==> src/rtl/wb_master_port.sv <==
// wb_master_port
// Wishbone B4 pipelined bus initiator. Turns a simple command/response handshake
// into Wishbone cycles: single-beat writes and incrementing-address read bursts with
// pipelined strobes. Honours wb_stall_i and aborts with an error response when no
// beat is accepted and no ack arrives for TIMEOUT cycles.
//
// Ports
//   clk_i, rst_i         clock, asynchronous active-low reset
//   cmd_valid_i/ready_o  command handshake; ready only while idle
//   cmd_we_i             1 = single write, 0 = read burst
//   cmd_adr_i/dat_i/sel_i  start byte address, write data, byte selects
//   cmd_len_i            read beat count (0 behaves as 1, ignored for writes)
//   rsp_valid_o          one-cycle response pulse, no backpressure
//   rsp_dat_o            read data (0 for write and error responses)
//   rsp_last_o           final response of the command
//   rsp_err_o            watchdog abort
//   busy_o               mirrors wb_cyc_o
//   wb_*                 Wishbone B4 pipelined initiator interface
module wb_master_port #(
  parameter int unsigned LEN_W    = 4,
  parameter int unsigned TIMEOUT  = 255,
  parameter int unsigned ADR_STEP = 4
) (
  input  logic             clk_i,
  input  logic             rst_i,
  input  logic             cmd_valid_i,
  output logic             cmd_ready_o,
  input  logic             cmd_we_i,
  input  logic [31:0]      cmd_adr_i,
  input  logic [31:0]      cmd_dat_i,
  input  logic [3:0]       cmd_sel_i,
  input  logic [LEN_W-1:0] cmd_len_i,
  output logic             rsp_valid_o,
  output logic [31:0]      rsp_dat_o,
  output logic             rsp_last_o,
  output logic             rsp_err_o,
  output logic             busy_o,
  input  logic [31:0]      wb_dat_i,
  output logic [31:0]      wb_dat_o,
  output logic [31:0]      wb_adr_o,
  output logic             wb_we_o,
  output logic [3:0]       wb_sel_o,
  output logic             wb_cyc_o,
  output logic             wb_stb_o,
  input  logic             wb_ack_i,
  input  logic             wb_stall_i
);

  localparam int unsigned WdW = $clog2(TIMEOUT + 1);

  typedef enum logic [0:0] {StIdle, StActive} state_e;

  state_e           state_q, state_d;
  logic             cmd_ready_q, cmd_ready_d;
  logic             cyc_q, cyc_d;
  logic             stb_q, stb_d;
  logic [31:0]      adr_q, adr_d;
  logic [31:0]      wdat_q, wdat_d;
  logic             we_q, we_d;
  logic [3:0]       sel_q, sel_d;
  logic [LEN_W-1:0] beats_q, beats_d;
  logic [LEN_W-1:0] issued_q, issued_d;
  logic [LEN_W-1:0] acked_q, acked_d;
  logic [WdW-1:0]   wd_q, wd_d;
  logic             rsp_valid_q, rsp_valid_d;
  logic [31:0]      rsp_dat_q, rsp_dat_d;
  logic             rsp_last_q, rsp_last_d;
  logic             rsp_err_q, rsp_err_d;

  logic             accept;
  logic             ack_cnt;
  logic [LEN_W-1:0] issued_inc;
  logic [LEN_W-1:0] acked_inc;

  always_comb begin
    // Beat accepted this edge; an ack may retire the beat being accepted on the same edge.
    accept     = cyc_q && stb_q && !wb_stall_i;
    issued_inc = issued_q + LEN_W'(accept);
    ack_cnt    = cyc_q && wb_ack_i && (acked_q < issued_inc);
    acked_inc  = acked_q + LEN_W'(ack_cnt);
  end

  always_comb begin
    state_d     = state_q;
    cmd_ready_d = cmd_ready_q;
    cyc_d       = cyc_q;
    stb_d       = stb_q;
    adr_d       = adr_q;
    wdat_d      = wdat_q;
    we_d        = we_q;
    sel_d       = sel_q;
    beats_d     = beats_q;
    issued_d    = issued_q;
    acked_d     = acked_q;
    wd_d        = wd_q;
    rsp_valid_d = 1'b0;
    rsp_dat_d   = '0;
    rsp_last_d  = 1'b0;
    rsp_err_d   = 1'b0;

    unique case (state_q)
      StIdle: begin
        if (cmd_valid_i && cmd_ready_q) begin
          state_d     = StActive;
          cmd_ready_d = 1'b0;
          cyc_d       = 1'b1;
          stb_d       = 1'b1;
          adr_d       = cmd_adr_i;
          wdat_d      = cmd_dat_i;
          we_d        = cmd_we_i;
          sel_d       = cmd_sel_i;
          if (cmd_we_i || (cmd_len_i == '0)) begin
            beats_d = LEN_W'(1);
          end else begin
            beats_d = cmd_len_i;
          end
          issued_d = '0;
          acked_d  = '0;
          wd_d     = '0;
        end
      end

      StActive: begin
        if (accept) begin
          issued_d = issued_inc;
          if (issued_inc < beats_q) begin
            adr_d = adr_q + 32'(ADR_STEP);
          end else begin
            stb_d = 1'b0;
          end
        end

        if (ack_cnt) begin
          acked_d     = acked_inc;
          rsp_valid_d = 1'b1;
          rsp_dat_d   = we_q ? 32'h0 : wb_dat_i;
          rsp_last_d  = (acked_inc == beats_q);
        end

        if (accept || ack_cnt) begin
          wd_d = '0;
        end else begin
          wd_d = wd_q + WdW'(1);
        end

        if (ack_cnt && (acked_inc == beats_q)) begin
          state_d     = StIdle;
          cyc_d       = 1'b0;
          stb_d       = 1'b0;
          cmd_ready_d = 1'b1;
        end else if (!accept && !ack_cnt && (wd_q == WdW'(TIMEOUT - 1))) begin
          // Watchdog expiry: remaining beats are dropped, single error response.
          state_d     = StIdle;
          cyc_d       = 1'b0;
          stb_d       = 1'b0;
          cmd_ready_d = 1'b1;
          rsp_valid_d = 1'b1;
          rsp_err_d   = 1'b1;
          rsp_last_d  = 1'b1;
          rsp_dat_d   = '0;
        end
      end

      default: begin
        state_d     = StIdle;
        cmd_ready_d = 1'b1;
        cyc_d       = 1'b0;
        stb_d       = 1'b0;
      end
    endcase
  end

  always_ff @(posedge clk_i or negedge rst_i) begin
    if (!rst_i) begin
      state_q     <= StIdle;
      cmd_ready_q <= 1'b1;
      cyc_q       <= 1'b0;
      stb_q       <= 1'b0;
      adr_q       <= '0;
      wdat_q      <= '0;
      we_q        <= 1'b0;
      sel_q       <= '0;
      beats_q     <= '0;
      issued_q    <= '0;
      acked_q     <= '0;
      wd_q        <= '0;
      rsp_valid_q <= 1'b0;
      rsp_dat_q   <= '0;
      rsp_last_q  <= 1'b0;
      rsp_err_q   <= 1'b0;
    end else begin
      state_q     <= state_d;
      cmd_ready_q <= cmd_ready_d;
      cyc_q       <= cyc_d;
      stb_q       <= stb_d;
      adr_q       <= adr_d;
      wdat_q      <= wdat_d;
      we_q        <= we_d;
      sel_q       <= sel_d;
      beats_q     <= beats_d;
      issued_q    <= issued_d;
      acked_q     <= acked_d;
      wd_q        <= wd_d;
      rsp_valid_q <= rsp_valid_d;
      rsp_dat_q   <= rsp_dat_d;
      rsp_last_q  <= rsp_last_d;
      rsp_err_q   <= rsp_err_d;
    end
  end

  assign cmd_ready_o = cmd_ready_q;
  assign rsp_valid_o = rsp_valid_q;
  assign rsp_dat_o   = rsp_dat_q;
  assign rsp_last_o  = rsp_last_q;
  assign rsp_err_o   = rsp_err_q;
  assign busy_o      = cyc_q;
  assign wb_dat_o    = wdat_q;
  assign wb_adr_o    = adr_q;
  assign wb_we_o     = we_q;
  assign wb_sel_o    = sel_q;
  assign wb_cyc_o    = cyc_q;
  assign wb_stb_o    = stb_q;

endmodule

==> config.mk <==
export PLATFORM = sky130hd
export DESIGN_NAME = wb_master_port
export DESIGN_NICKNAME = d
export VERILOG_FILES = /design/src/rtl/wb_master_port.sv
export SDC_FILE = /design/constraint.sdc
export NUM_CORES = 1
export LEC_CHECK = 0
export BUFFER_PORTS_ARGS = -buffer_cell sky130_fd_sc_hd__buf_2
export CAP_MARGIN = 5
export CORE_MARGIN = 5
export CORE_UTILIZATION = 43
export CTS_BUF_LIST = sky130_fd_sc_hd__clkbuf_4
export CTS_CLUSTER_DIAMETER = 100
export DETAILED_ROUTE_END_ITERATION = 8
export HOLD_SLACK_MARGIN = 0.08
export PLACE_DENSITY = 0.71
export SLEW_MARGIN = 20
export SYNTH_ARGS = -nofsm -noshare
export SYNTH_HDL_FRONTEND = slang
export SYNTH_SLANG_ARGS = --single-unit
export TNS_END_PERCENT = 5
==> constraint.sdc <==
create_clock -name clk_i -period 3.8 [get_ports clk_i]
set_clock_uncertainty 0.15 [all_clocks]
set_input_delay 0.19 -clock clk_i [delete_from_list [all_inputs] [get_ports clk_i]]
set_output_delay 0.19 -clock clk_i [all_outputs]
set_load 0.05 [all_outputs]
==> results.sh, run 1 <==
export IMPL_drive_gt1_frac=0.275
export IMPL_async_flop_share=1.00
export IMPL_cts_buffer_depth=2
export IMPL_max_slew_margin=0.430
export IMPL_die_h_um=128
export IMPL_max_freq_ghz=0.287
export IMPL_yosysWarnings=0
export IMPL_ctsRootBufferMaster="clkbuf_4"
export IMPL_dp_slack_ns=0.347
export IMPL_arrival_ns=3.75
export IMPL_hold_violations=0
export IMPL_post_place_cells=1026
export IMPL_ios=218
export IMPL_grt_max_degree=75
export IMPL_core_region_area_um2=13800
export IMPL_fin_cells=1176
export IMPL_synthCells=649
export IMPL_timing_worst_slew_pin_value_ns=0.847
export IMPL_grt_pass1_vias=6265
export IMPL_hold_depth=4
export IMPL_final_max_slew_viol_count=0
export IMPL_final_core_util=0.641
export IMPL_crit_required_ns=4.07
export IMPL_setup_tns_ns=0
export IMPL_rows=43
export IMPL_via_count=6274
export IMPL_initial_core_util=0.437
export IMPL_peakVddDrop_mv=0.434
export IMPL_grt_total_usage=0.243
export IMPL_post_dp_cell_area_um2=7350
export IMPL_die_x_um=128
export IMPL_cts_sinks=128
export IMPL_gp_congestion=0.852
export IMPL_cts_tree="done"
export IMPL_powerDensity_nw_per_um2=736
export IMPL_diodes=0
export IMPL_mostFrequentLayoutCells="buf_2, nand2_1, dfrtp_1"
export IMPL_cts_max_level=4
export IMPL_synth_edf_count=0
export IMPL_startpoint="busy_o$_DFFE_PN0P_"
export IMPL_cts_setup_buffers=0
export IMPL_outcome="finished clean"
export IMPL_worstSetupStartpointType="flip-flop"
export IMPL_first_iter_violations=535
export IMPL_grt_ovfl_total=0
export IMPL_clock_latency_ns=0.54
export IMPL_ys_ff_latch=128
export IMPL_wl_um=20000
export IMPL_synthToLayoutAreaGrowth_pct=46.9
export IMPL_cts_buffers=17
export IMPL_synth_seq_area_share=0.533
export IMPL_crit_fanout=6
export IMPL_finalSetupViolCount=0
export IMPL_total_leakage_power_nw=4.58
export IMPL_via_per_inst=5.34
export IMPL_synth_nets=772
export IMPL_rsz0062_at_grt="false"
export IMPL_path_class="reg2reg"
export IMPL_antenna_found_initial=0
export IMPL_ys_types=50
export IMPL_port_buffers=217
export IMPL_nNetsFinal=1106
export IMPL_period_share=0.916
export IMPL_drt_wirelength_per_cell_um=17.0
export IMPL_clk_pin_slew_worst_paths_ns=0.14
export IMPL_final_area_um2=8830
export IMPL_max_cap_violations=0
export IMPL_synth_ff_type="dfrtp_1"
export IMPL_first_pass_iters=5
export IMPL_hpwl_um=12700
export IMPL_num_fill_cells=1151
export IMPL_dieArea_um2=16400
export IMPL_hold_class="in2reg"
export IMPL_setup_ws_ns=0.318
export IMPL_synth_area_um2=6010
export IMPL_r2r_start="busy_o$_DFFE_PN0P_"
export IMPL_hp_start="cmd_dat_i[22]"
export IMPL_end_kind="flip-flop"
export IMPL_post_route_drc_count=0
export IMPL_layout_min_cycle_time_ns=3.48
export IMPL_syn_area_per_cell_um2=9.27
export IMPL_antenna_left=0
export IMPL_grt_first_pass_wirelength_um=31700
export IMPL_reg2regPathDepth=16
export IMPL_layout_commonest_cell="buf_2"
[final timing paths]
check                                           end  slack (ns)
max                            wb_stb_o$_DFFE_PN0P_        0.32
max reg2reg                    wb_stb_o$_DFFE_PN0P_        0.32
min                        wb_dat_o[22]$_DFFE_PN0P_        0.23
min reg2reg                wb_dat_o[30]$_DFFE_PN0P_        0.33
min in group asynchronous  wb_adr_o[29]$_DFFE_PN0P_        0.44
max in group asynchronous   cmd_ready_o$_DFFE_PN1P_        2.42
[logic make-up after synthesis]
family,Yosys count,synth area share
XOR/XNOR,10,0.0146
buffers and inverters,59,0.0377
AND/OR/NAND/NOR,351,0.289
AO/OA/AOI/OAI,86,0.0953
multiplexers,2,0.00333
adder cells (fa/ha/maj),13,0.0271
flip-flops,128,0.533
[registers in the layout (all words and copies together), names as in the netlist]
signal and cells:
busy_o 1, beats_q 4, rsp_last_o 1, wb_adr_o 32
state_q 1, wd_q 8, wb_stb_o 1, issued_q 4
wb_sel_o 4, acked_q 4, rsp_err_o 1, rsp_valid_o 1
wb_dat_o 32, cmd_ready_o 1, rsp_dat_o 32, wb_we_o 1
[critical path: stages, from the launching register on]
cell and delay [ns]:
dfrtp_2 0.45, nand3b_1 0.18, inv_1 0.10, ha_1 0.20
ha_1 0.21, xor2_1 0.19, inv_1 0.07, ha_1 0.26
o21ai_0 0.10, o21ai_1 0.17, inv_1 0.08, ha_1 0.20
ha_1 0.30, xor2_1 0.16, nor3_1 0.23, and3_1 0.23
o21ai_0 0.09
[area by class of cell]
cell class / instances / area, um2 / share of cell area
sequential: 128 / 3210 / 0.363
multi-input combinational: 462 / 2610 / 0.296
timing repair buffer: 350 / 2410 / 0.273
tap: 180 / 225 / 0.0255
clock inverter: 15 / 160 / 0.0181
clock buffer: 17 / 128 / 0.0144
inverter: 24 / 90.1 / 0.0102
[where the power goes]
| group | internal, mW | switching (mW) |
|---|---|---|
| registers | 1.81 | 0.343 |
| logic | 0.938 | 2.46 |
| clock network | 0.397 | 0.560 |
| total | 3.14 | 3.36 |
[metrics by stage]
stage | hold slack, ns | power [mW]
6_report | 0.226 | 6.50
5_1_grt | 0.203 | 6.87
4_1_cts | 0.168 | 6.45
3_5_place_dp | 0.232 | 5.41
3_3_place_gp | 0.229 | 5.36
2_1_floorplan | -0.256 | 4.51
[synth_stat cells, types with 5 or more instances]
cell type / n / share of area
nand2_1: 146 / 0.091
dfrtp_1: 127 / 0.53
nor3_1: 37 / 0.031
and2_1: 33 / 0.034
nand3_1: 33 / 0.027
clkbuf_1: 28 / 0.017
nor2_1: 26 / 0.016
inv_1: 23 / 0.014
o21ai_0: 22 / 0.018
a31oi_1: 16 / 0.017
and3_1: 14 / 0.015
nor4_1: 14 / 0.015
ha_1: 13 / 0.027
a21oi_1: 12 / 0.010
and4_1: 10 / 0.015
nand4_1: 7 / 0.0073
o32ai_1: 7 / 0.010
a211oi_1: 6 / 0.0075
nor3b_1: 6 / 0.0075
or3_1: 6 / 0.0062
xor2_1: 6 / 0.0087
buf_1: 5 / 0.0031
[repair_timing]
action,CTS,global route
hold buffers,116,1
hold endpoints to repair,188,15
gates resized for setup,0,0
[metal layers]
metal / vias up / global-route usage / wire, um
met5: - / 0 / 0
met4: 0 / 0.110 / 809
met3: 63 / 0.0767 / 1640
met2: 285 / 0.388 / 9630
met1: 2983 / 0.300 / 7970
li1: 2943 / - / -
No activity file was read; power rests on OpenSTA's default activity.
==> run 2, diff against run 1 <==
Settings changed: PLACE_DENSITY 0.71 to 0.84.
==> run 2 against run 1 <==
Against the previous run: fmax fell by 0.83%; critical path depth did not move; clock-buffer cell count did not move; largest cell class unchanged; worst setup slack got worse by 0.029 ns; routed wire length fell by 0.23%; critical endpoint unchanged; power rose by 1.2%; first-iteration DRC count fell by 7.3%; worst hold slack got worse by 0.056 ns; via count rose by 0.24%; critical path type unchanged; die area did not move; combinational power barely moved.
==> results.sh, run 2 (synthesis results as in run 1) <==
export IMPL_outcome="finished clean"
export IMPL_nNetsFinal=1101
export IMPL_post_route_drc_count=0
export IMPL_die_h_um=128
export IMPL_grt_max_degree=115
export IMPL_max_slew_margin=0.390
export IMPL_slowest_delay_ns=0.46
export IMPL_clk_pin_slew_worst_paths_ns=0.13
export IMPL_p_sw_frac=0.517
export IMPL_ctsRootBufferMaster="clkbuf_4"
export IMPL_core_region_area_um2=13800
export IMPL_drive_gt1_frac=0.276
export IMPL_setup_tns_ns=0
export IMPL_wl_um=20000
export IMPL_worst_path_most_repeated_cell="ha_1"
export IMPL_via_count=6289
export IMPL_synthToLayoutAreaGrowth_pct=46.7
export IMPL_pwr_share_seq=0.328
export IMPL_grt_ovfl_total=0
export IMPL_dp_slack_ns=0.244
export IMPL_clock_latency_ns=0.54
export IMPL_hold_violations=0
export IMPL_power_internal_mw=3.18
export IMPL_layout_commonest_cell="buf_2"
export IMPL_total_leakage_power_nw=4.56
export IMPL_crit_fanout=6
export IMPL_crit_required_ns=4.08
export IMPL_gp_congestion=0.850
export IMPL_antenna_found_initial=4
export IMPL_p_switching_mw=3.40
export IMPL_post_place_cells=1023
export IMPL_cts_max_level=4
export IMPL_setup_ws_ns=0.288
export IMPL_ios=218
export IMPL_antenna_left=0
export IMPL_pwr_share_clk=0.153
export IMPL_final_area_um2=8820
export IMPL_die_x_um=128
export IMPL_end_kind="flip-flop"
export IMPL_cts_buffers=17
export IMPL_finalSetupViolCount=0
export IMPL_dieArea_um2=16400
export IMPL_post_dp_cell_area_um2=7340
export IMPL_worstPathCellList="nand3b_1 > inv_2 > ha_1 > ha_1 > xor2_1 > inv_1 > ha_1 > o21ai_1 > o21ai_1 > inv_1 > ha_1 > ha_1 > xor2_1 > nor3_1 > and3_1 > o21ai_0"
export IMPL_layout_min_cycle_time_ns=3.51
export IMPL_port_buffers=217
export IMPL_arrival_ns=3.79
export IMPL_grt_first_pass_wirelength_um=31700
export IMPL_cts_sinks=128
export IMPL_path_class="reg2reg"
export IMPL_initial_core_util=0.437
export IMPL_multi_input_area_um2=2620
export IMPL_regArea_um2=3210
export IMPL_timing_worst_slew_pin_value_ns=0.915
export IMPL_slowest_stage="dfrtp_2"
export IMPL_cts_tree="done"
export IMPL_hold_slack_ns=0.170
export IMPL_rows=43
export IMPL_final_max_slew_viol_count=0
export IMPL_via_per_inst=5.35
export IMPL_num_fill_cells=1089
export IMPL_period_share=0.924
export IMPL_combPwrFrac=0.519
export IMPL_fin_cells=1176
export IMPL_mostFrequentLayoutCells="buf_2, nand2_1, dfrtp_1"
export IMPL_rsz0062_at_grt="false"
export IMPL_first_iter_violations=496
export IMPL_drt_wirelength_per_cell_um=17.0
export IMPL_hold_class="in2async"
export IMPL_grt_total_usage=0.243
export IMPL_max_cap_violations=0
export IMPL_peakVddDrop_mv=0.622
export IMPL_max_freq_ghz=0.285
export IMPL_powerDensity_nw_per_um2=746
export IMPL_grt_pass1_vias=6274
export IMPL_reg2regPathDepth=16
export IMPL_worstSetupStartpointType="flip-flop"
export IMPL_first_pass_iters=5
export IMPL_hpwl_um=12200
export IMPL_cts_buffer_depth=2
==> run 2: changes by cell type in the layout (fill, tap and decap cells not counted), sizes merged <==
cell	change
dlygate4sd3	-2
diode	+5
clkinvlp	-2
clkbuf	+1
clkinv	-4
buf	-4
inv	+6
==> run 2: through the flow <==
stage               total power, mW   util
floorplan                      4.51      -
global placement               5.34  0.533
detailed placement             5.42  0.533
CTS                            6.51  0.638
global route                   6.95  0.640
finish                         6.58  0.640
==> run 2: per-layer routing <==
layer / GRT usage / share of wire
met3: 0.0879 / 0.089
met4: 0.0886 / 0.025
met5: 0 / 0
met1: 0.287 / 0.39
met2: 0.407 / 0.49
==> run 2: area by class of cell <==
type                       instances  area share
sequential                       128       0.364
multi-input combinational        462       0.297
timing repair buffer             345       0.269
tap                              180      0.0255
clock inverter                    15      0.0193
clock buffer                      17      0.0145
inverter                          24      0.0102
antenna                            5     0.00142
==> run 2: timing repair <==
item                                    4_1_cts  5_1_grt
gates resized for setup                       0        3
hold buffers                                115        0
endpoints found under the setup margin        0        5
setup buffers                                 0        1
hold endpoints to repair                    231        0
==> run 2: final timing paths <==
check	from	slack, ns	endpoint
setup / recovery	busy_o$_DFFE_PN0P_	0.29	wb_stb_o$_DFFE_PN0P_
hold / removal	rst_i	0.17	wd_q[2]$_DFFE_PN0P_
setup reg to reg	busy_o$_DFFE_PN0P_	0.29	wb_stb_o$_DFFE_PN0P_
hold reg to reg	wb_dat_o[1]$_DFFE_PN0P_	0.34	wb_dat_o[1]$_DFFE_PN0P_
max in group asynchronous	rst_i	2.53	wb_dat_o[20]$_DFFE_PN0P_
min in group clk_i	cmd_dat_i[25]	0.20	wb_dat_o[25]$_DFFE_PN0P_
==> run 2: power by group through the flow <==
stage | Sequential, mW | Clock (mW) | Combinational [mW]
final | 2.16 | 1.01 | 3.41
after global routing | 2.22 | 1.08 | 3.65
after CTS | 2.13 | 1.02 | 3.36
after detailed placement | 2.16 | 0 | 3.26
after global placement | 2.13 | 0 | 3.21
after floorplan | 3.45 | 0 | 1.06
==> run 2: critical path: cells and delay by family, from the launching register on <==
| kind | cells | cell delay (ns) |
|---|---|---|
| adder cells (fa/ha/maj) | 5 | 1.20 |
| flip-flops | 1 | 0.46 |
| AND/OR/NAND/NOR | 3 | 0.62 |
| XOR/XNOR | 2 | 0.38 |
| buffers and inverters | 3 | 0.24 |
| AO/OA/AOI/OAI | 3 | 0.36 |
==> run 3, diff against run 2 <==
Settings changed: PLACE_DENSITY 0.84 to 0.81.
Clock period 3.8 ns to 4.2 ns, I/O delays scaled along.
==> run 3 against run 2 <==
Against the previous run: design area decreased by 1.3%; first-iteration DRC count is 20% lower; via count decreased by 0.78%; clock power is 14% lower; cell count is 0.77% lower.
==> results.sh, run 3 (synthesis results as in run 1) <==
export IMPL_synthToLayoutAreaGrowth_pct=44.8
export IMPL_via_per_inst=5.35
export IMPL_ios=218
export IMPL_max_freq_ghz=0.263
export IMPL_wl_um=20000
export IMPL_cts_buffer_depth=2
export IMPL_via_count=6240
export IMPL_setup_ws_ns=0.403
export IMPL_max_slew_margin=0.378
export IMPL_drt_wirelength_per_cell_um=17.1
export IMPL_layout_min_cycle_time_ns=3.80
export IMPL_rsz0062_at_grt="false"
export IMPL_antenna_left=0
export IMPL_slowest_delay_ns=0.45
export IMPL_total_leakage_power_nw=4.53
export IMPL_die_h_um=128
export IMPL_grt_max_degree=100
export IMPL_crit_required_ns=4.48
export IMPL_clk_pin_slew_worst_paths_ns=0.12
export IMPL_setup_tns_ns=0
export IMPL_timing_worst_slew_pin_value_ns=0.932
export IMPL_grt_ovfl_total=0
export IMPL_end_kind="flip-flop"
export IMPL_arrival_ns=4.08
export IMPL_powerDensity_nw_per_um2=673
export IMPL_peakVddDrop_mv=0.502
export IMPL_multi_input_area_um2=2610
export IMPL_port_buffers=217
export IMPL_nNetsFinal=1095
export IMPL_path_depth=16
export IMPL_hold_slack_ns=0.148
export IMPL_final_max_slew_viol_count=0
export IMPL_worstSetupStartpointType="flip-flop"
export IMPL_antenna_found_initial=1
export IMPL_worstPathCellList="nand3b_1 > inv_1 > ha_1 > ha_1 > xor2_1 > inv_1 > ha_1 > o21ai_0 > o21ai_1 > inv_2 > ha_1 > ha_1 > xor2_1 > nor3_1 > and3_1 > o21ai_0"
export IMPL_worst_path_most_repeated_cell="ha_1"
export IMPL_dieArea_um2=16400
export IMPL_core_region_area_um2=13800
export IMPL_layout_commonest_cell="buf_2"
export IMPL_grt_total_usage=0.247
export IMPL_dp_slack_ns=0.354
export IMPL_gp_congestion=0.829
export IMPL_first_pass_iters=5
export IMPL_grt_first_pass_wirelength_um=32200
export IMPL_max_cap_violations=0
export IMPL_num_fill_cells=1081
export IMPL_initial_core_util=0.437
export IMPL_cts_tree="done"
export IMPL_grt_pass1_vias=6316
export IMPL_final_area_um2=8710
export IMPL_cts_buffers=17
export IMPL_cts_setup_buffers=0
export IMPL_period_share=0.904
export IMPL_outcome="finished clean"
export IMPL_ctsRootBufferMaster="clkbuf_4"
export IMPL_hpwl_um=12300
export IMPL_crit_fanout=12
export IMPL_critPathTopFamily="adder cells"
export IMPL_cp_num_buf_inv=3
export IMPL_rows=43
export IMPL_mostFrequentLayoutCells="buf_2, nand2_1, dfrtp_1"
export IMPL_hold_class="in2async"
export IMPL_first_iter_violations=395
export IMPL_post_route_drc_count=0
export IMPL_regArea_um2=3200
export IMPL_drive_gt1_frac=0.273
export IMPL_die_x_um=128
export IMPL_p_total_mw=5.86
export IMPL_slowest_stage="dfrtp_1"
export IMPL_reg2regPathDepth=16
export IMPL_finalSetupViolCount=0
export IMPL_cts_sinks=128
export IMPL_cts_max_level=4
export IMPL_hold_violations=0
export IMPL_post_dp_cell_area_um2=7310
export IMPL_clock_latency_ns=0.55
export IMPL_path_class="reg2reg"
run 3: worst register-to-register path, cell delays in order, from the launching register on:
cell and delay, ns:
dfrtp_1 0.45, nand3b_1 0.22, inv_1 0.22, ha_1 0.20
ha_1 0.18, xor2_1 0.20, inv_1 0.07, ha_1 0.27
o21ai_0 0.25, o21ai_1 0.13, inv_2 0.17, ha_1 0.20
ha_1 0.25, xor2_1 0.16, nor3_1 0.22, and3_1 0.24
o21ai_0 0.11
run 3: path summary, 6_finish.rpt:
check / start / to / slack [ns]
max: busy_o$_DFFE_PN0P_ / busy_o$_DFFE_PN0P_ / 0.40
min in group clk_i: cmd_dat_i[23] / wb_dat_o[23]$_DFFE_PN0P_ / 0.22
min reg2reg: wb_dat_o[28]$_DFFE_PN0P_ / wb_dat_o[28]$_DFFE_PN0P_ / 0.33
min: rst_i / wd_q[1]$_DFFE_PN0P_ / 0.15
max reg2reg: busy_o$_DFFE_PN0P_ / busy_o$_DFFE_PN0P_ / 0.40
max in group asynchronous: rst_i / wd_q[0]$_DFFE_PN0P_ / 2.75
run 3: layer usage:
layer / global-route usage / vias to the layer above / routed length [um]
li1: - / 2927 / -
met1: 0.305 / 2922 / 8090
met2: 0.398 / 326 / 9500
met3: 0.0767 / 65 / 1660
met4: 0.112 / 0 / 740
met5: 0 / - / 0
run 3: through the flow:
step	utilization	cells
final	0.632	1167
after global routing	0.632	1166
after CTS	0.632	1165
after detailed placement	0.531	1023
after global placement	0.531	1023
after floorplan	-	649
run 3: final cells by class:
cell class / instances / area share
Antenna cell: 2 / 0.000575
Sequential cell: 128 / 0.368
Tap cell: 180 / 0.0259
Clock buffer: 17 / 0.0147
Multi-Input combinational cell: 462 / 0.300
Inverter: 24 / 0.0103
Timing Repair Buffer: 339 / 0.262
Clock inverter: 15 / 0.0182
run 3: power by group:
part           total [mW]  internal [mW]  switching [mW]  leakage (nW)
Sequential           1.95           1.63           0.312          1.69
Combinational        3.04          0.825            2.22          2.70
Clock               0.867          0.359           0.509         0.141
run 3: timing repair:
item | 4_1_cts | 5_1_grt
gates resized for setup | 0 | 1
hold endpoints to repair | 213 | 0
endpoints found under the setup margin | 0 | 1
hold buffers | 110 | 0
